`src/rtl/ahb_arbiter_2m.sv`:
```
// Two-master AHB-Lite arbiter: burst-boundary tracking, HLOCK ownership, registered grant/master outputs.
// Build option ARB_ROUND_ROBIN_EN selects round-robin tie-break; undefined gives fixed priority to master 0.
module ahb_arbiter_2m #(
    parameter int unsigned DEFAULT_MASTER = 0,
    parameter int unsigned INCR_LIMIT     = 16
) (
    input  logic       HMASTCLOCK,
    input  logic       HRESET,
    input  logic [1:0] HBUSREQ,
    input  logic [1:0] HLOCK,
    input  logic [1:0] HTRANS,
    input  logic [2:0] HBURST,
    input  logic       HREADY,
    output logic [1:0] HGRANT,
    output logic       HMASTER,
    output logic       HMASTLOCK
);

    localparam int unsigned CW = $clog2(((INCR_LIMIT > 16) ? INCR_LIMIT : 16) + 1);

    localparam logic [1:0] ST_IDLE   = 2'd0;
    localparam logic [1:0] ST_BURST  = 2'd1;
    localparam logic [1:0] ST_INCR   = 2'd2;
    localparam logic [1:0] ST_LOCKED = 2'd3;

    localparam logic [1:0] TR_IDLE   = 2'b00;
    localparam logic [1:0] TR_NONSEQ = 2'b10;
    localparam logic [1:0] TR_SEQ    = 2'b11;

    localparam logic       DEF_IDX   = (DEFAULT_MASTER == 1) ? 1'b1 : 1'b0;
    localparam logic [1:0] DEF_GRANT = (DEFAULT_MASTER == 1) ? 2'b10 : 2'b01;

    logic [1:0]    r_state;
    logic [1:0]    w_state_nxt;
    logic [1:0]    w_track;
    logic [CW-1:0] r_cnt;
    logic [CW-1:0] w_cnt_nxt;
    logic [CW-1:0] w_cnt_inc;
    logic [CW-1:0] r_len;
    logic [CW-1:0] w_len_nxt;
    logic [CW-1:0] w_new_len;
    logic [1:0]    r_grant;
    logic [1:0]    w_grant_nxt;
    logic          r_master;
    logic          r_mastlock;
    logic          w_owner;
    logic          w_arb;
    logic          w_keep_lock;
    logic          w_sel;
    logic          w_incr_act;
    logic          w_start;

    // Burst length in beats; zero encodes an undefined-length INCR.
    function automatic logic [CW-1:0] burst_len(input logic [2:0] hb);
        case (hb)
            3'b000:         burst_len = CW'(1);
            3'b001:         burst_len = '0;
            3'b010, 3'b011: burst_len = CW'(4);
            3'b100, 3'b101: burst_len = CW'(8);
            default:        burst_len = CW'(16);
        endcase
    endfunction

    assign w_owner     = r_grant[1];
    assign w_keep_lock = HLOCK[w_owner];
    assign w_new_len   = burst_len(HBURST);
    assign w_cnt_inc   = r_cnt + CW'(1);
    assign w_start     = (HTRANS == TR_NONSEQ) || ((HTRANS == TR_SEQ) && (r_state == ST_IDLE));
    assign w_incr_act  = (r_state == ST_INCR) ||
                         ((r_state == ST_LOCKED) && (r_len == '0) && (r_cnt != '0));

    // Winner of an arbitration point when ownership is not locked.
    always_comb begin
        w_sel = DEF_IDX;
        case (HBUSREQ)
            2'b01: w_sel = 1'b0;
            2'b10: w_sel = 1'b1;
            2'b11: begin
`ifdef ARB_ROUND_ROBIN_EN
                w_sel = ~w_owner;
`else
                w_sel = 1'b0;
`endif
            end
            default: w_sel = DEF_IDX;
        endcase
    end

    // Beat tracking, arbitration-point detection and next state/grant.
    always_comb begin
        w_cnt_nxt   = r_cnt;
        w_len_nxt   = r_len;
        w_track     = r_state;
        w_arb       = 1'b0;
        w_state_nxt = r_state;
        w_grant_nxt = r_grant;
        if (HREADY) begin
            if (HTRANS == TR_IDLE) begin
                w_cnt_nxt = '0;
                w_arb     = 1'b1;
                w_track   = ST_IDLE;
            end else if (w_start) begin
                w_len_nxt = (HTRANS == TR_NONSEQ) ? w_new_len : CW'(1);
                w_cnt_nxt = CW'(1);
                w_arb     = (w_len_nxt == CW'(1)) || ((HTRANS == TR_NONSEQ) && w_incr_act);
                if (w_len_nxt == CW'(1)) begin
                    w_track = ST_IDLE;
                end else if (w_len_nxt == '0) begin
                    w_track = ST_INCR;
                end else begin
                    w_track = ST_BURST;
                end
            end else if (HTRANS == TR_SEQ) begin
                w_cnt_nxt = w_cnt_inc;
                w_track   = (r_len == '0) ? ST_INCR : ST_BURST;
                if ((r_len != '0) && (w_cnt_inc == r_len)) begin
                    w_arb   = 1'b1;
                    w_track = ST_IDLE;
                end else if ((r_len == '0) && (w_cnt_inc == CW'(INCR_LIMIT)) &&
                             (r_state != ST_LOCKED)) begin
                    // Forced re-arbitration; the INCR may continue, so restart the beat count.
                    w_arb     = 1'b1;
                    w_cnt_nxt = '0;
                end
            end

            if (w_arb && w_keep_lock) begin
                w_state_nxt = ST_LOCKED;
            end else if (w_arb || (r_state != ST_LOCKED)) begin
                w_state_nxt = w_track;
            end

            if (w_arb && !w_keep_lock) begin
                w_grant_nxt = w_sel ? 2'b10 : 2'b01;
            end
        end
    end

    // State and output registers; everything holds while HREADY is low.
    always_ff @(posedge HMASTCLOCK or posedge HRESET) begin
        if (HRESET) begin
            r_state    <= ST_IDLE;
            r_cnt      <= '0;
            r_len      <= '0;
            r_grant    <= DEF_GRANT;
            r_master   <= DEF_IDX;
            r_mastlock <= 1'b0;
        end else if (HREADY) begin
            r_state    <= w_state_nxt;
            r_cnt      <= w_cnt_nxt;
            r_len      <= w_len_nxt;
            r_grant    <= w_grant_nxt;
            r_master   <= w_owner;
            r_mastlock <= w_keep_lock;
        end
    end

    assign HGRANT    = r_grant;
    assign HMASTER   = r_master;
    assign HMASTLOCK = r_mastlock;

endmodule

```
`config.mk`:
```
export PLATFORM = sky130hd
export DESIGN_NAME = ahb_arbiter_2m
export DESIGN_NICKNAME = d
export VERILOG_FILES = /design/src/rtl/ahb_arbiter_2m.sv
export SDC_FILE = /design/constraint.sdc
export NUM_CORES = 1
export LEC_CHECK = 0
export ABC_AREA = 1
export BUFFER_PORTS_ARGS = -buffer_cell sky130_fd_sc_hd__clkbuf_2
export CORE_AREA = 2 2 54 56
export CTS_BUF_LIST = sky130_fd_sc_hd__clkbuf_4
export CTS_CLUSTER_DIAMETER = 80
export DETAILED_ROUTE_END_ITERATION = 8
export DIE_AREA = 0 0 56 58
export GPL_ROUTABILITY_DRIVEN = 0
export PLACE_DENSITY = 0.57
export SETUP_SLACK_MARGIN = 0.3
export SLEW_MARGIN = 20
export SYNTH_ARGS = -nofsm -noshare
export SYNTH_HDL_FRONTEND = slang
export SYNTH_SLANG_ARGS = --single-unit
```
`constraint.sdc`:
```
create_clock -name HMASTCLOCK -period 1.8 [get_ports HMASTCLOCK]
set_input_delay 0.09 -clock HMASTCLOCK [delete_from_list [all_inputs] [get_ports HMASTCLOCK]]
set_output_delay 0.09 -clock HMASTCLOCK [all_outputs]
set_load 0.1 [all_outputs]
```
Word level (Yosys, flattened, before mapping). Index checks and enable logic that the tools add are counted.

Memories kept: 0. Memory bits (writable): 0. Latch bits: 0. Flip-flop bits (word level): 16. Input port bits: 12. Memory bits (read-only): 0. Word-level logic and storage cells: 79. Output and inout port bits: 4.

Div/mod/pow operators: 0. $add $sub $neg: 1. Bitwise gates (word level): 1. Mux-type cells: 26. Reductions and logical operators: 30. Shift-type cells: 0. $lt $le $gt $ge: 1. Multiply operators: 0. Equality and inequality tests: 14.

Operators with widths (number): 5-bit 2-to-1 mux (6); 2-bit 2-to-1 mux (10); 5-bit case mux with 4 select lines (1); 2-bit equality test, second input constant (5); 5-bit zero test (2); 5-bit nonzero test (2); 1-bit logical AND (9); 1-bit 2-to-1 mux (9); 3-bit by 2-bit equality test with 1-bit output, second input constant (2); 3-bit equality test, second input constant (2); 3-bit AND reduction (2); 5-bit by 1-bit adder with 5-bit output, second input constant (1); 5-bit by 1-bit equality test with 1-bit output, second input constant (1); 5-bit equality test (1); 5-bit equality test, second input constant (1); 2-bit zero test (2); 1-bit logical OR (4); 2-bit AND reduction (2); 4-bit nonzero test (1); 2-bit OR reduction (2); 3-bit by 1-bit equality test with 1-bit output, second input constant (1); 3-bit zero test (1); 3-bit nonzero test (1); 1-bit by 2-bit less-than comparator with 1-bit output, second input constant (1); 4 further kinds (4).

Depth between registers and ports, before layout. Gate-level depths: netlist of run 1.

Depth after elaboration: 13. Gate-level depth with buffers: 16. Mapped depth without buffers: 16.

Least setup slack after synthesis of run 1. No wires, ideal clock.

Kind: reg-to-reg. Start: register r_grant[1], in the netlist HGRANT[1]. End: register r_grant[1], in the netlist HGRANT[1]. Clock period less this slack: 1.859 ns. Library setup time: 0.125 ns. Slack: -0.059 ns. Stages on the path, launching flop included: 6. Required time: 1.675 ns. Path buffers: 0. Arrival time: 1.734 ns. Cells stage by stage: dfrtp_1 -> mux2_2 -> nor2_1 -> nand2_1 -> nand2_1 -> o21ai_1.

Cells in the longest elaborated chain, start to end: 5.

Ends and longest elaborated chain: from (decl) (line 42) `logic [1:0] r_grant;`; from (signal assigned) (line 152) `r_grant <= w_grant_nxt;`; 1-bit 2-to-1 mux (implied by the code) (2 in series) (line 65) `assign w_keep_lock = HLOCK[w_owner];`; 1-bit zero test (line 133) `if (w_arb && !w_keep_lock) begin`; 1-bit logical AND (line 133); 2-bit AND reduction (no line).

No other way between the ends. The select of a mux whose other input is x is not followed. A chain may end at the register's enable or synchronous reset.

Worst setup path after layout of run 1.
Start: register r_cnt[1]. End: register r_state[1].

Cells in the longest elaborated chain, start to end: 13.

Ends and longest elaborated chain: from (decl) (line 36) `logic [CW-1:0] r_cnt;`; from (signal assigned) (line 150) `r_cnt <= w_cnt_nxt;`; 5-bit by 1-bit adder with 5-bit output (line 67) `assign w_cnt_inc = r_cnt + CW'(1);`; 5-bit equality test (line 119) `end else if ((r_len == '0) && (w_cnt_inc == CW'(INCR_LIMIT)) &&`; 1-bit logical AND (2 in series) (line 119); 1-bit 2-to-1 mux (line 119); 1-bit 2-to-1 mux (line 116) `if ((r_len != '0) && (w_cnt_inc == r_len)) begin`; 1-bit 2-to-1 mux (line 113) `end else if (HTRANS == TR_SEQ) begin`; 1-bit 2-to-1 mux (line 102) `end else if (w_start) begin`; 1-bit 2-to-1 mux (line 98) `if (HTRANS == TR_IDLE) begin`; 1-bit 2-to-1 mux (line 97) `if (HREADY) begin`; 1-bit logical AND or 1-bit logical OR (tied branches) (line 127, 129); 4-bit nonzero test (no line) or 2-bit nonzero test (tied branches); 3-bit AND reduction (no line); to (signal assigned) (line 149) `r_state <= w_state_nxt;`; to (decl) (line 33) `logic [1:0] r_state;`.

Several ways; a longest one is shown, not always the timed one. The select of a mux whose other input is x is not followed.

==> results of run 1 <==
-- cell type report --
cell class / instances / area, sq um / share of cell area [%]
Clock buffer: 4 / 30.0 / 2.35
Tap cell: 31 / 38.8 / 3.04
Timing Repair Buffer: 22 / 134 / 10.5
Multi-Input combinational cell: 108 / 606 / 47.5
Sequential cell: 15 / 382 / 29.9
Inverter: 23 / 86.3 / 6.76
-- state kept, by name, summed over array words and instances, names as in the netlist --
name       count
HMASTLOCK      1
r_state        2
HMASTER        1
r_cnt          5
r_len          4
HGRANT         2
-- cells in the final DEF (no fill, tap or decap), types with 3 or more instances in the layout --
| cell type | netlist | routed |
|---|---|---|
| sky130_fd_sc_hd__nand3_2 | 1 | 4 |
| sky130_fd_sc_hd__dfrtp_1 | 14 | 10 |
| sky130_fd_sc_hd__nand2_2 | 7 | 11 |
| sky130_fd_sc_hd__dfrtp_2 | 0 | 4 |
| sky130_fd_sc_hd__clkbuf_4 | 0 | 4 |
| sky130_fd_sc_hd__inv_2 | 3 | 8 |
| sky130_fd_sc_hd__nor2_1 | 14 | 13 |
| sky130_fd_sc_hd__nand3_1 | 11 | 8 |
| sky130_fd_sc_hd__clkbuf_2 | 0 | 15 |
| sky130_fd_sc_hd__o21ai_1 | 5 | 4 |
| sky130_fd_sc_hd__nand2_1 | 44 | 40 |
| sky130_fd_sc_hd__nand4_1 | 5 | 5 |
| sky130_fd_sc_hd__buf_4 | 1 | 5 |
| sky130_fd_sc_hd__o22ai_1 | 4 | 4 |
| sky130_fd_sc_hd__inv_1 | 20 | 15 |
| sky130_fd_sc_hd__o21ai_0 | 3 | 3 |
-- layer usage --
metal | vias up | global-route usage, % | share of wire (%)
met2 | 13 | 28.1 | 48
li1 | 521 | - | -
met4 | 0 | 3.74 | 0.69
met1 | 486 | 21.7 | 49
met3 | 2 | 3.57 | 2.8
met5 | - | 0 | 0
-- report_power, final --
part           internal [mW]  leakage [nW]  switching, mW
Combinational          0.228         0.456          0.514
Sequential             0.430         0.183         0.0836
Clock                  0.101        0.0184          0.110
-- metrics by stage --
stage | setup TNS [ns] | cell area [sq um] | hold WS [ns] | power (mW)
finish | 0 | 1280 | 0.0589 | 1.47
global route | -0.0720 | 1280 | 0.0566 | 1.57
CTS | 0 | 1250 | 0.0522 | 1.45
detailed placement | -0.0108 | 1150 | 0.176 | 1.18
global placement | 0 | 1150 | 0.170 | 1.17
floorplan | 0 | 1050 | -0.00930 | 1.06
-- critical path, delay by kind of cell (launching register included) --
kind / cells / cell delay (ns)
AO/OA/AOI/OAI: 1 / 0.07
adder cells (fa/ha/maj): 1 / 0.20
buffers and inverters: 3 / 0.20
flip-flops: 1 / 0.46
AND/OR/NAND/NOR: 10 / 0.71
-- cell families (layout without fill, tap and decap cells) --
kind of cell | Yosys count | in the layout | share of synthesized area (%)
and+or+nand+nor | 85 | 85 | 37.4
buffers and inverters | 25 | 49 | 9.72
AOI/OAI and AO/OA | 18 | 18 | 10.2
DFF | 15 | 15 | 37.0
adders and majority gates | 3 | 3 | 3.69
xor gates and xnor gates | 1 | 1 | 0.861
muxes | 1 | 1 | 1.11
-- worst paths after layout --
check / cells past startpoint / from / endpoint
max: 15 / r_cnt[1]$_DFFE_PP0P_ / r_state[1]$_DFFE_PP0P_
min: 3 / HBUSREQ[1] / HGRANT[1]$_DFFE_PP0P_
max reg2reg: 15 / r_cnt[1]$_DFFE_PP0P_ / r_state[1]$_DFFE_PP0P_
min reg2reg: 2 / HGRANT[0]$_DFFE_PP1P_ / HGRANT[0]$_DFFE_PP1P_
max in group asynchronous: 3 / HRESET / HGRANT[1]$_DFFE_PP0P_
min in group asynchronous: 3 / HRESET / r_len[2]$_DFFE_PP0P_
-- what timing repair did --
item | CTS | global route
hold buffers | 1 | 0
setup endpoints to repair | 7 | 11
hold endpoints to repair | 14 | 0
setup buffers | 4 | 1
resized for setup | 9 | 7
pin swaps | 10 | 4
==> impl_summary.txt, run 1 <==
----------------------------------------------------
[Logic synthesis]
  Post-Syn Area ... 1020 sq um
  Ranking of synthesized cells by area ... sky130_fd_sc_hd__dfrtp_1 34%, sky130_fd_sc_hd__nand2_1 16%, sky130_fd_sc_hd__inv_1 7.4%
  Largest area contributor in the synthesized netlist ... sky130_fd_sc_hd__dfrtp_1
  Post-Synthesis Net Count ... 163
  Syn. warnings ... 0
  Average size of a mapped cell ... 6.87 sq um
  Flip-flop and latch count after synthesis ... 15
  Proportion of netlist area held by the largest area contributor ... 34.4%
  Cell with the most instances after synthesis ... sky130_fd_sc_hd__nand2_1
  Number of unique standard cell types used by synthesis ... 25
  Syn Inst Count ... 148
  List of most frequent post-synthesis cells ... 44 x sky130_fd_sc_hd__nand2_1, 20 x sky130_fd_sc_hd__inv_1, 14 x sky130_fd_sc_hd__dfrtp_1, 14 x sky130_fd_sc_hd__nor2_1, 11 x sky130_fd_sc_hd__nand3_1
  Most used DFF post-synth ... sky130_fd_sc_hd__dfrtp_1
  Number of enable flip-flop cells after synthesis ... 0
  Sequential fraction of the synthesis area ... 37.0%
  Proportion of synthesized flip-flops having asynchronous set or reset ... 100%

[STA]
  Max-Slew Margin vs Limit ... 59.7%
  Final worst path period need ... 1.72 ns
  Slack of the critical path ... 0.0809 ns
  Worst-Margin Slew ... 0.604 ns
  Max Clk Rate ... 582 MHz
  Setup Skew ... 0.0157 ns
  Pins over their slew limit ... 0
  Total count of hold-check failures in the final report ... 0
  Post-route clock period utilization ... 95.5%
  Endpoints failing setup ... 0
  Unrepaired setup endpoints after global routing ... true

[Route]
  DRC violation count after routing ... 0
  Number of search-and-repair iterations in the first detailed-routing pass ... 4
  Via density per instance ... 5.03
  Vias ... 1022
  Initial DRC count ... 22
  Routed wire length ... 2.48 mm
  Detail Route Antenna Nets ... 0
  Average routed wire per standard cell ... 12.2 microns

[Placement]
  Count of buffers inserted at the top-level ports ... 15
  Post-placement setup slack ... -0.0108 ns
  Total placed cells including tap cells ... 193
  Placed wire-length estimate after detailed placement ... 1.85 mm

[Floorplan]
  Width of the die ... 56 microns
  Io pins ... 16
  Full die area ... 3250 sq um
  Cell Rows ... 19
  Core area ... 2660 sq um
  Die H ... 58 microns
  Starting utilization of the core area ... 38.2%

[Clocking]
  Clock transition at the registers of the reported paths ... 0.10 ns
  Cell at the root of the clock tree ... sky130_fd_sc_hd__clkbuf_4
  Number of H-tree levels ... 1
  CTS Buf Count ... 3
  Maximum buffer depth of the clock tree ... 2
  Number of clock sinks ... 15
  Clock tree from TritonCTS ... built
  Latest clock arrival within the worst-skew pair ... 0.28 ns

[Setup path]
  Worst Setup Path Type ... flop to flop
  Critical path capture point type ... flop
  Worst path required time ... 2.01 ns
  Critical path's slowest cell ... sky130_fd_sc_hd__dfrtp_2
  Worst reg-to-reg setup slack ... 0.08 ns
  Worst-path maximum fanout ... 4
  Peak per-stage delay on the critical path ... 0.46 ns
  Cell-by-cell trace of the critical path ... inv_2 -> ha_4 -> inv_2 -> nand2_2 -> inv_1 -> nand2_1 -> nor2_2 -> nand3_1 -> nand2_1 -> nand2_2 -> nand2_2 -> nand2_2 -> o21ai_1 -> nand2_1 -> nand2_1
  Arrival time of data at the critical path endpoint ... 1.93 ns
  Startpoint Class ... flop

[Layout]
  Filler cell count in the final layout ... 275
  Final-stage net count ... 188
  Finished Layout Cells ... 203
  Share of cells above drive strength 1 ... 35.5%
  Ant. Diodes ... 0
  Finished Core Util ... 47.9%
  Signed area change from the synthesized netlist to the final layout ... 25.5%

[GRT]
  GR Overflow Total ... 0
  Global-route wire length before repair ... 4.25 mm
  Number of antenna violations at the first check in global routing ... 0
  Total global routing track utilization ... 16.5%
  Maximum number of pins on one net before global-route repair ... 16
  Via count of the first global-routing pass ... 969

[Power and ir drop]
  Static Leakage ... 0.657 nW
  Power Density ... 1150 nW/um^2
  IR drop worst, VDD ... 678 uV

[Worst hold path]
  Worst hold path type ... input pin to flop

[Outcome]
  Run status ... finished clean

[Job]
  Max-cap violations ... 0

----------------------------------------------------
Power figures use the tool's default switching activity.
==> run 2, diff against run 1 <==
REMOVE_ABC_BUFFERS = 1   (was unset)
==> run 2 against run 1 <==
Final area shrank 1.7%. Maximum frequency shrank 0.93%. Critical endpoint unchanged. Largest power group unchanged. Total power grew 0.45%. Largest cell class unchanged. Critical path type unchanged.
==> impl_summary.txt, run 2 (synthesis gave the netlist of run 1 again) <==
----------------------------------------------------
[Outcome]
  Run status ... finished clean

[Setup path]
  R2R depth ... 14
  Start point of the critical path ... r_cnt[1]$_DFFE_PP0P_
  Critical path's slowest cell ... sky130_fd_sc_hd__dfrtp_2
  Reg-to-reg startpoint ... r_cnt[1]$_DFFE_PP0P_
  Cell repeated most along the worst path ... sky130_fd_sc_hd__nand2_1
  Worst reg-to-reg setup slack ... 0.06 ns
  Worst-path maximum fanout ... 4
  Cell-by-cell trace of the critical path ... ha_4 -> nand2_1 -> nand2_2 -> nand2_1 -> nand2_1 -> nor2_2 -> nand3_1 -> nand2_1 -> nand2_2 -> nand3_2 -> nand2_2 -> nor2_4 -> nand2_1 -> nand2_1
  Startpoint Class ... flop
  Worst path required time ... 2.02 ns
  Cell class contributing the biggest share of worst-path delay ... simple AND/OR/NAND/NOR gates
  Critical path buffer and inverter count ... 0
  Critical path capture point type ... flop
  Worst Setup Path Type ... flop to flop
  Arrival time of data at the critical path endpoint ... 1.96 ns
  Peak per-stage delay on the critical path ... 0.47 ns
  Destination of the worst register-to-register timing path ... r_state[1]$_DFFE_PP0P_

[Job]
  Max-cap violations ... 0

[Worst hold path]
  Hold Crit Depth ... 2
  Endpoint, Worst Hold ... r_len[2]$_DFFE_PP0P_
  Worst hold start ... HBURST[2]
  Worst hold path type ... input pin to flop

[Layout]
  Leading cell type in the layout, fill and taps excluded ... sky130_fd_sc_hd__nand2_1
  Commonest cells after routing, fill and taps aside ... 43 x sky130_fd_sc_hd__nand2_1, 16 x sky130_fd_sc_hd__inv_1, 15 x sky130_fd_sc_hd__clkbuf_2
  Signed area change from the synthesized netlist to the final layout ... 23.4%
  Number of flip-flops under the largest register name ... 5
  Ant. Diodes ... 0
  Share of cells above drive strength 1 ... 31.2%
  Register containing the most flip-flops in the final layout ... r_cnt
  Total non-filler cell area in the finished layout ... 1250 sq um
  Finished Layout Cells ... 201
  Final-stage net count ... 186
  Largest registers ... r_cnt: 5 flops, r_len: 4 flops

[STA]
  Endpoints failing setup ... 0
  Max-Slew Margin vs Limit ... 60.7%
  Total count of hold-check failures in the final report ... 0
  Max Clk Rate ... 576 MHz
  Setup Skew ... 0.0104 ns
  Post-route clock period utilization ... 96.4%
  Pins over their slew limit ... 0
  Slack of the critical path ... 0.0647 ns
  Worst-Margin Slew ... 0.589 ns
  Final worst path period need ... 1.74 ns
  Unrepaired setup endpoints after global routing ... true

[Floorplan]
  Cell Rows ... 19
  Starting utilization of the core area ... 38.2%
  Width of the die ... 56 microns
  Io pins ... 16
  Core area ... 2660 sq um
  Die H ... 58 microns
  Full die area ... 3250 sq um

[Route]
  Initial DRC count ... 25
  Via density per instance ... 5.07
  Vias ... 1020
  Average routed wire per standard cell ... 12.4 microns
  DRC violation count after routing ... 0
  Number of search-and-repair iterations in the first detailed-routing pass ... 4
  Routed wire length ... 2.49 mm
  Detail Route Antenna Nets ... 0

[Clocking]
  CTS Buf Count ... 3
  Number of clock sinks ... 15
  Latest clock arrival within the worst-skew pair ... 0.29 ns
  Cell at the root of the clock tree ... sky130_fd_sc_hd__clkbuf_4
  Maximum buffer depth of the clock tree ... 2
  Clock tree from TritonCTS ... built
  Clock transition at the registers of the reported paths ... 0.10 ns
  Number of H-tree levels ... 1

[GRT]
  GR Overflow Total ... 0
  Via count of the first global-routing pass ... 932
  Total global routing track utilization ... 15.8%
  Global-route wire length before repair ... 4.10 mm
  Number of antenna violations at the first check in global routing ... 0
  Maximum number of pins on one net before global-route repair ... 16

[Placement]
  Post-placement setup slack ... 0.0461 ns
  Post-placement cell area ... 1130 sq um
  Placed wire-length estimate after detailed placement ... 1.89 mm
  Total placed cells including tap cells ... 194
  Count of buffers inserted at the top-level ports ... 15

[Power and ir drop]
  Post-layout power ... 1.47 mW
  Static Leakage ... 0.652 nW
  IR drop worst, VDD ... 788 uV
  Power Density ... 1170 nW/um^2

----------------------------------------------------
[run 2: changes by cell type in the layout (fill, tap and decap cells not counted), sizes merged]
cell	delta
buf	-2
[run 2: per-stage QoR]
step | util, % | setup TNS, ns | hold slack (ns)
2_1_floorplan | - | -0.0588 | -0.00924
3_3_place_gp | 42.6 | 0 | 0.177
3_5_place_dp | 42.6 | 0 | 0.177
4_1_cts | 45.1 | 0 | 0.0450
5_1_grt | 47.1 | -0.137 | 0.0831
6_report | 47.1 | 0 | 0.0503
[run 2: power breakdown]
group	internal, mW	leakage, nW	switching (mW)	total (mW)
clock	0.101	0.0184	0.112	0.213
sequential	0.428	0.186	0.0847	0.512
combinational	0.230	0.448	0.517	0.747
total	0.758	0.652	0.714	1.47
[run 2: final cells by class]
cell class,instances,area (sq um)
Sequential cell,15,379
Tap cell,31,38.8
Multi-Input combinational cell,108,602
Clock buffer,4,30.0
Fill cell,266,1410
Timing Repair Buffer,20,119
Inverter,23,86.3
[run 2: worst max-delay path by stage]
stage / endpoint / slack, ns / cells past startpoint
after floorplan: HGRANT[1]$_DFFE_PP0P_ / -0.06 / 5
after global placement: r_state[1]$_DFFE_PP0P_ / 0.08 / 14
after detailed placement: HGRANT[1]$_DFFE_PP0P_ / 0.05 / 13
after CTS: r_state[1]$_DFFE_PP0P_ / 0.1 / 15
after global routing: r_state[0]$_DFFE_PP0P_ / -0.05 / 14
final: r_state[1]$_DFFE_PP0P_ / 0.06 / 14
[run 2: timing repair]
item | 4_1_cts | 5_1_grt
pin swaps | 0 | 4
hold buffers | 1 | 0
gates resized for setup | 6 | 12
endpoints found under the hold margin | 14 | 0
setup buffers | 1 | 1
gates cloned | 0 | 0
setup endpoints to repair | 4 | 12
[run 2: metal layers]
layer  global-route usage, %  wire, microns
met1                    21.5           1160
met2                    26.7           1210
met3                    2.01            109
met4                    4.08              9
met5                       0              0
